File: src/rtl/sync_fifo_param.sv
// sync_fifo_param: parametrised single-clock FIFO with almost-full/almost-empty thresholds,
// optional first-word-fall-through read, synchronous flush and sticky overflow/underflow flags.
module sync_fifo_param #(
    parameter int DATA_W    = 8,
    parameter int ADDR_W    = 6,
    parameter int AFULL_TH  = 60,
    parameter int AEMPTY_TH = 4,
    parameter bit FWFT      = 1'b0
) (
    input  logic              clk,
    input  logic              rst,
    input  logic              flush,
    input  logic              wr_en,
    input  logic [DATA_W-1:0] buf_in,
    input  logic              rd_en,
    output logic [DATA_W-1:0] buf_out,
    output logic              buf_empty,
    output logic              buf_full,
    output logic              almost_full,
    output logic              almost_empty,
    output logic [ADDR_W:0]   fifo_counter,
    output logic              overflow,
    output logic              underflow
);
    localparam int DEPTH = 1 << ADDR_W;
    localparam logic [ADDR_W:0] DEPTH_C  = (ADDR_W+1)'(DEPTH);
    localparam logic [ADDR_W:0] AFULL_C  = (ADDR_W+1)'(AFULL_TH);
    localparam logic [ADDR_W:0] AEMPTY_C = (ADDR_W+1)'(AEMPTY_TH);

    if (AFULL_TH < 1 || AFULL_TH > DEPTH) begin : g_bad_afull
        $error("sync_fifo_param: AFULL_TH must lie in 1..DEPTH");
    end
    if (AEMPTY_TH < 0 || AEMPTY_TH >= DEPTH) begin : g_bad_aempty
        $error("sync_fifo_param: AEMPTY_TH must lie in 0..DEPTH-1");
    end

    logic [DATA_W-1:0] mem_q [DEPTH];
    logic [ADDR_W-1:0] wr_ptr_q, wr_ptr_d, rd_ptr_q, rd_ptr_d;
    logic [ADDR_W:0]   cnt_q, cnt_d;
    logic [DATA_W-1:0] out_q, out_d;
    logic              ovf_q, ovf_d, udf_q, udf_d;
    logic              wr_ok, rd_ok;

    assign buf_empty    = cnt_q == '0;
    assign buf_full     = cnt_q == DEPTH_C;
    assign almost_full  = cnt_q >= AFULL_C;
    assign almost_empty = cnt_q <= AEMPTY_C;
    assign fifo_counter = cnt_q;
    assign overflow     = ovf_q;
    assign underflow    = udf_q;
    assign buf_out      = FWFT ? (buf_empty ? '0 : mem_q[rd_ptr_q]) : out_q;

    // Flush masks both requests, so a flushing cycle neither moves data nor raises errors.
    always_comb begin
        rd_ok    = !flush && rd_en && !buf_empty;
        wr_ok    = !flush && wr_en && (!buf_full || rd_ok);
        wr_ptr_d = flush ? '0 : wr_ptr_q + ADDR_W'(wr_ok);
        rd_ptr_d = flush ? '0 : rd_ptr_q + ADDR_W'(rd_ok);
        cnt_d    = flush ? '0 : cnt_q + (ADDR_W+1)'(wr_ok) - (ADDR_W+1)'(rd_ok);
        out_d    = flush ? '0 : rd_ok ? mem_q[rd_ptr_q] : out_q;
        ovf_d    = !flush && (ovf_q || (wr_en && !wr_ok));
        udf_d    = !flush && (udf_q || (rd_en && !rd_ok));
    end

    always_ff @(posedge clk or posedge rst) begin
        if (rst) begin
            wr_ptr_q <= '0;
            rd_ptr_q <= '0;
            cnt_q    <= '0;
            out_q    <= '0;
            ovf_q    <= 1'b0;
            udf_q    <= 1'b0;
        end else begin
            wr_ptr_q <= wr_ptr_d;
            rd_ptr_q <= rd_ptr_d;
            cnt_q    <= cnt_d;
            out_q    <= out_d;
            ovf_q    <= ovf_d;
            udf_q    <= udf_d;
        end
    end

    always_ff @(posedge clk) begin
        if (wr_ok) mem_q[wr_ptr_q] <= buf_in;
    end
endmodule

File: config.mk
export PLATFORM = sky130hd
export DESIGN_NAME = sync_fifo_param
export DESIGN_NICKNAME = d
export VERILOG_FILES = /design/src/rtl/sync_fifo_param.sv
export SDC_FILE = /design/constraint.sdc
export NUM_CORES = 1
export LEC_CHECK = 0
export ABC_AREA = 0
export BUFFER_PORTS_ARGS = -buffer_cell sky130_fd_sc_hd__buf_2
export CORE_MARGIN = 2
export CORE_UTILIZATION = 50
export DETAILED_ROUTE_END_ITERATION = 8
export PLACE_DENSITY = 0.66
export SLEW_MARGIN = 0
export SYNTH_ARGS = -nofsm -noshare
export SYNTH_HDL_FRONTEND = slang
export SYNTH_SLANG_ARGS = --single-unit
File: constraint.sdc
create_clock -name clk -period 3.8 [get_ports clk]
set_input_delay 0.38 -clock clk [delete_from_list [all_inputs] [get_ports clk]]
set_output_delay 0.38 -clock clk [all_outputs]
set_load 0.05 [all_outputs]
# Yosys cells after proc, flatten, opt, wreduce, memory -nomap -nowiden
# Memory sizes are Yosys's and may differ from the RTL's.
# Cells that the tools add are included.
# classes
order_cmp,2
n_eq_ne,1
muxes,7
add_sub_neg,4
reduce_logical,18
# op_table
cell,n
two-way mux 8 bit,2
adder 6 x 1 -> 6 bit,2
two-way mux 6 bit,2
logical AND 1 bit,8
adder 7 x 1 -> 7 bit,1
"== test 7 bit, second input constant",1
">= comparator 7 x 6 -> 1 bit, second input constant",1
"<= comparator 7 x 3 -> 1 bit, second input constant",1
zero test 7 bit,1
two-way mux 7 bit,1
subtractor 7 x 1 -> 7 bit,1
zero test 1 bit,5
logical OR 1 bit,3
two-way mux 1 bit,2
nonzero test 2 bit,1
# totals
elab_cells,39
n_memories,1
in_bits,13
ramBits,512
out_inout_bits,21
regBits,29
# memory_table
memory,words,word_bits,read_ports,rd_clocked_by_memory_dff,wr,line_no,text
mem_q,64,8,1,0,1,37,logic [DATA_W-1:0] mem_q [DEPTH];

# Depth between registers and ports, before layout
# Gate-level depths: netlist (run 1).
# depth
word_depth,9
mapped_depth,15
depth_no_buf,15

# Worst setup path before layout (run 1)
# Ideal clock, no wire load.
# synth_timing
kind,reg2reg
from,"register cnt_q[4], in the netlist fifo_counter[4]"
to,"register cnt_q[6], in the netlist fifo_counter[6]"
period_less_slack_ps,4712
required_ps,3668
path_stages_with_launch,16
setup_ps,132
path_slack_ps,-912
t_arrival_ps,4580
n_path_buf,0
path_cell_list,dfrtp_1 -> inv_1 -> ha_1 -> nand2b_1 -> nor4b_1 -> nand2b_1 -> or3_1 -> nand2_1 -> ha_1 -> fa_1 -> a21oi_1 -> o21ai_0 -> a21oi_1 -> o21bai_1 -> xor2_1 -> nor2_1
# synth_between
elab_chain_cells,8
elab_cells_between_ends,10
cone_classes,add/sub: 2; eq/ne: 1; mux: 1; reduce/logical: 6
# synth_rtl
element,line_no,text
from (decl),39,"logic [ADDR_W:0] cnt_q, cnt_d;"
from (signal assigned),76,cnt_q <= cnt_d;
zero test 7 bit *,44,assign buf_empty = cnt_q == '0;
via buf_empty,17,"output logic buf_empty,"
zero test 1 bit *,55,rd_ok = !flush && rd_en && !buf_empty;
logical AND 1 bit *,55,
logical OR 1 bit,56,wr_ok = !flush && wr_en && (!buf_full || rd_ok);
logical AND 1 bit,56,
adder 7 x 1 -> 7 bit,59,cnt_d = flush ? '0 : cnt_q + (ADDR_W+1)'(wr_ok) - (ADDR_W+1)'(rd_ok);
subtractor 7 x 1 -> 7 bit *,59,
two-way mux 7 bit *,59,
via cnt_d[6],39,
# The timed path passes the listed nets; every way through them passes the cells marked *.
# A chain may end at the register's enable or synchronous reset.

# Worst setup path in the final report (run 1)
# layout_timing
from,"register cnt_q[4], in the netlist fifo_counter[4]"
to,"memory mem_q[26][6], enable pin"
# layout_between
elab_chain_cells,7
elab_cells_between_ends,9
cone_classes,eq/ne: 1; mux: 2; reduce/logical: 6
# layout_rtl
element,line_no,text
zero test 7 bit,44,
zero test 1 bit,55,
logical AND 1 bit,55,
logical OR 1 bit *,56,
logical AND 1 bit *,56,
two-way mux 1 bit *,84,if (wr_ok) mem_q[wr_ptr_q] <= buf_in;
two-way mux 1 bit (implied by the code) *,84,
to (decl),37,
# Mark *: on every way between the ends. The rest lies on a longest branch, timed or not.

==> results.toml, run 1 <==
[sta]
tightest_slew_ps = 1120
whs_ps = -15.5
max_freq_mhz = 303
fin_skew_ps = 14.6
period_needed_ps = 3290
setup_viol = 0
max_slew_margin_pct = 25.1
finalHoldViolations = 21
fin_crit_sh_pct = 86.7
report.final.slew_viol_count = 0
rsz0062_at_grt = "no"
setup_tns_ps = 0

[logic_synthesis]
ys_warn_count = 0
ys_types = 47
synthesis.nets = 1193
ys_ff_latch = 541
syn_area_um2 = 21500
synthFlopType = "edfxtp_1"
synth_edf_count = 512
ys_seq_area_share_pct = 75.0
async_flop_share_pct = 5.36
netlist_instances = 1160
syn_avg_cell_area_um2 = 18.5

[layout]
antennaDiodeCount = 0
instances_no_fill = 1861
layout-drive-gt1-share_pct = 22.4
num-nets-final = 1316
final_util_pct = 58.0
final_area_um2 = 24400
syn_to_final_growth_pct = 13.8

[worst_setup_path]
timing.critical_path.from = "fifo_counter[4]"
cp-start-kind = "flip-flop"
crit_fanout = 8
worstPathRequired_ps = 4020
worst_r2r_path_depth = 8
crit_arrival_ps = 3510
r2r-end = "mem_q[26][6]"
reg2reg_setup_slack_ps = 510
endpoint = "mem_q[26][6]"
reg2reg_from = "fifo_counter[4]"
endpoint_kind = "flip-flop"
critPathKind = "flip-flop to flip-flop"

[floorplanning]
die_area_um2 = 44600
initial_core_util_pct = 51.0
die_h_um = 211
dieWidth_um = 211
fp-row-count = 75
io_pins = 34
core_area_um2 = 42100

[placed_design]
gp_congestion = 0.881
dp_cells = 1767
dp_hpwl_mm = 31.9
port-buffer-count = 33
placedInstanceArea_um2 = 22800

[clock_tree]
cts_sinks = 541
post_cts.repair.setup_buffers = 0
ctsLongestPathBuffers = 3
cts_root_buffer = "clkbuf_16"
clock_latency_ps = 600
htreeDepth = 2
clk_transition_reported_paths_ps = 70
cts_resized = 0
cts_buffers = 53
cts_hold_buf = 0
tritoncts = "done"

[pwr]
cellLeakagePower_nw = 7.87
total_power_w = 0.0134
powerDensity_nw_per_um2 = 549
ir_worst_vdd_mv = 0.338

[detailed_routing]
num_vias = 11086
wirelength_mm = 49.0
vias_per_cell = 5.96
routedWlPerCell_um = 26.3
drt-initial-drc-count = 1277
ant_nets = 0
drc_errors = 0
first_pass_iters = 5

[job]
drv_cap = 0

[global_route]
grt_max_degree = 50
grt_pass1_wl_mm = 73.1
grt_pass1_vias = 11291
overflow = 0
grt_antenna_before_repair = 1
grt_usage_pct = 22.7

[run_status]
failed_checks = "hold timing"
outcome = "finished with violations"

[worst_hold_path]
hold_class = "primary input to async pin"
## Yosys cell counts (5+ instances only)
library cell	count	area, um2
a21oi_1	24	120
a22oi_1	64	480
and2_1	5	31.3
buf_1	7	26.3
buf_2	20	100
clkbuf_1	25	93.8
dfrtp_1	29	726
edfxtp_1	512	15400
ha_1	19	238
inv_1	9	33.8
mux2i_1	90	901
mux4_2	86	1940
nand2_1	50	188
nand2b_1	5	31.3
nand3_1	31	155
nand4_1	7	43.8
nor2_1	83	312
nor2b_1	19	119
o21ai_0	17	85.1
xnor2_1	6	52.6
xor2_1	5	43.8
## through the flow
step	hold WS [ps]	setup WS (ps)
after detailed placement	485	508
after global routing	31.5	199
after CTS	5.36	502
final	-15.5	505
after floorplan	458	213
after global placement	471	652
## metal layers
metal,wire [um],GRT usage (%),up-vias
li1,-,-,4872
met1,20800,32.0,5696
met2,23400,36.2,430
met3,3300,4.15,88
met4,1390,7.75,0
met5,0,0,-
## state kept, by name (all words and copies together) (netlist names)
signal and cells:
underflow 1, buf_out 8, mem_q 512, overflow 1, rd_ptr_q 6, wr_ptr_q 6, fifo_counter 7
## report_power, final
group | total (W) | internal, W | leakage (nW) | switching, W
combinational | 0.00164 | 0.000647 | 2.08 | 0.000995
clock | 0.00505 | 0.00291 | 0.800 | 0.00214
sequential | 0.00671 | 0.00659 | 4.99 | 0.000121
total | 0.0134 | 0.0101 | 7.87 | 0.00326
## worst max-delay path, cell delays in order (launching register included)
cell	delay, ps
dfrtp_1	420
inv_1	120
ha_1	230
nand2b_1	170
nor3_1	100
nor3b_1	570
nor2b_1	350
nand2_1	340
nor2_1	620
## cell type report
type                    count  area (um2)
clock inverters            25         233
clock buffers              69        1430
inverters                   9        33.8
flip-flops and latches    541       16100
multi-input cells         550        5040
well taps                 539         674
fillers                  3096       17700
repair buffers            128         916
## cell families (layout without fill, tap and decap cells)
kind of cell             count (synthesis)  count (layout)  share of synthesized area (%)
flip-flops                             541             541                           75.0
AND/OR/NAND/NOR                        225             225                           4.90
multiplexers                           176             176                           13.2
AO/OA/AOI/OAI                          118             118                           3.62
buffers and inverters                   69             231                           1.63
adder cells (fa/ha/maj)                 20              20                           1.20
XOR/XNOR                                11              11                          0.449
## placed cells by master (no fill, tap or decap), types with 5 or more instances in the layout
cell type / count
a22oi_1: 64
clkinv_1: 8
xnor2_1: 6
buf_4: 92
nand4_1: 7
clkinv_2: 7
xor2_1: 5
buf_2: 33
nand2b_1: 5
mux2i_1: 90
nand3_1: 31
mux4_2: 86
inv_1: 9
dfrtp_1: 27
nand2_1: 50
o21ai_0: 17
nor2b_1: 19
ha_1: 19
and2_1: 5
clkbuf_1: 14
a21oi_1: 24
edfxtp_1: 512
clkbuf_16: 55
nor2_1: 83
## how the worst min path moves through the flow
stage / start / to / cells after the start
after CTS: rst / fifo_counter[5] / 2
after global routing: rst / fifo_counter[5] / 2
after global placement: buf_out[2] / buf_out[2] / 2
final: rst / fifo_counter[5] / 2
after floorplan: rst / buf_out[0] / 1
after detailed placement: buf_out[1] / buf_out[1] / 2
(Power assumes the default switching activity.)
==> inputs of run 2 (changes only) <==
- HOLD_SLACK_MARGIN: unset -> 0.02
==> run 2 against run 1 <==
The run now ends clean. Sequential share of layout area barely moved. Sequential power is essentially flat. Cell area about the same. Worst hold slack improved by 79 ps. Core utilization is essentially flat. Non-clock buffer count up 1. Highest routed layer unchanged.
==> results.toml, run 2 (same netlist as run 1, synthesis figures left out) <==
[run_status]
outcome = "finished clean"

[layout]
fillCellCount = 3096
final_common_cell = "edfxtp_1"
instances_no_fill = 1862
layout-drive-gt1-share_pct = 22.4
num-nets-final = 1317
final_util_pct = 58.0
largest_reg_flops = 512
top_register = "mem_q"
syn_to_final_growth_pct = 13.8
antennaDiodeCount = 0
final_cell_mix = "edfxtp_1, buf_4, mux2i_1, mux4_2, nor2_1"

[clock_tree]
ctsLongestPathBuffers = 3
cts_buffers = 53
htreeDepth = 2
clk_transition_reported_paths_ps = 70
cts_root_buffer = "clkbuf_16"
cts_sinks = 541
tritoncts = "done"
clock_latency_ps = 600

[worst_setup_path]
worstPathRequired_ps = 4020
critPathKind = "flip-flop to flip-flop"
cpPeakStageDelay_ps = 640
crit_fanout = 8
crit_arrival_ps = 3560
cp_slowest_cell = "nor2_1"
crit_chain = "inv_1, ha_1, nand2b_1, nor3_1, nor3b_1, nor2b_1, nand2_1, nor2_1"
cp_num_buf_inv = 1
reg2reg_setup_slack_ps = 460
endpoint_kind = "flip-flop"
cp-start-kind = "flip-flop"
crit_family = "simple AND/OR/NAND/NOR gates"

[sta]
max_freq_mhz = 300
finalHoldViolations = 0
fin_crit_sh_pct = 87.8
fin_skew_ps = 14.1
max_slew_margin_pct = 24.8
rsz0062_at_grt = "no"
setup_viol = 0
period_needed_ps = 3340
tightest_slew_ps = 1130
setup_tns_ps = 0
report.final.slew_viol_count = 0

[placed_design]
gp_congestion = 0.881
dp_cells = 1767
dp_hpwl_mm = 31.9
port-buffer-count = 33

[pwr]
clockPowerShare_pct = 37.6
cellLeakagePower_nw = 7.88
netSwitchingPower_w = 0.00325
power_frac_comb_pct = 12.3
powerDensity_nw_per_um2 = 548
internal_power_w = 0.0101
ir_worst_vdd_mv = 0.336
seq_power_share_pct = 50.1
switching_share_pct = 24.3

[floorplanning]
fp-row-count = 75
die_h_um = 211
dieWidth_um = 211
die_area_um2 = 44600
initial_core_util_pct = 51.0
io_pins = 34
core_area_um2 = 42100

[detailed_routing]
wirelength_mm = 49.0
first_pass_iters = 5
routedWlPerCell_um = 26.3
drt-initial-drc-count = 1250
ant_nets = 0
drc_errors = 0
vias_per_cell = 5.98
num_vias = 11132

[global_route]
grt_pass1_wl_mm = 73.1
grt_max_degree = 50
grt_pass1_vias = 11291
overflow = 0
grt_usage_pct = 22.7
grt_antenna_before_repair = 1

[worst_hold_path]
hold_class = "primary input to flip-flop"

[job]
drv_cap = 0
run 2: cell types whose count changed in the layout (fill, tap and decap cells not counted), sizes merged:
cell,delta
dlygate4sd3,+1
run 2: tightest hold or removal path: stages:
cell	delay (ps)
buf_2	100
a21oi_1	50
nor2_1	80
run 2: worst paths after layout:
path / startpoint / end / cells past startpoint
max in group asynchronous: rst / fifo_counter[2] / 4
worst min-delay path: rd_en / underflow / 3
worst max-delay path: fifo_counter[4] / mem_q[26][6] / 8
worst max register to register: fifo_counter[4] / mem_q[26][6] / 8
worst min register to register: buf_out[1] / buf_out[1] / 2
min in group asynchronous: rst / fifo_counter[5] / 3
run 2: layout make-up:
| class | instances | area, um2 | area share [%] |
|---|---|---|---|
| Clock buffer | 69 | 1430 | 5.85 |
| Tap cell | 539 | 674 | 2.76 |
| Clock inverter | 25 | 233 | 0.952 |
| Timing Repair Buffer | 129 | 926 | 3.79 |
| Inverter | 9 | 33.8 | 0.138 |
| Multi-Input combinational cell | 550 | 5040 | 20.6 |
| Sequential cell | 541 | 16100 | 65.9 |
run 2: power by group through the flow:
stage	clock network [W]	registers, W	logic, W
floorplan	0	0.00693	0.00107
global placement	0	0.00683	0.00164
detailed placement	0	0.00684	0.00165
CTS	0.00513	0.00671	0.00166
global route	0.00535	0.00672	0.00177
finish	0.00504	0.00671	0.00164
run 2: per-layer routing:
| metal | track usage [%] | up-vias | wire length, um |
|---|---|---|---|
| met4 | 7.75 | 0 | 1460 |
| met5 | 0 | - | 0 |
| met2 | 36.2 | 426 | 23500 |
| li1 | - | 4873 | - |
| met1 | 32.0 | 5739 | 20800 |
| met3 | 4.15 | 94 | 3310 |
run 2: stage by stage:
step / worst slack [ps] / cell area [um2] / total power, W / hold slack (ps)
6_report: 465 / 24400 / 0.0134 / 63.6
3_3_place_gp: 652 / 22800 / 0.00848 / 471
3_5_place_dp: 508 / 22800 / 0.00849 / 485
5_1_grt: 199 / 24400 / 0.0138 / 66.5
2_1_floorplan: 213 / 21500 / 0.00800 / 458
4_1_cts: 502 / 24400 / 0.0135 / 39.4
run 2: repair_timing:
item                                    CTS  global route
hold buffers                              1             0
buffers inserted                          0             0
resized for setup                         0             0
hold endpoints to repair                 21             0
endpoints found under the setup margin    0             0
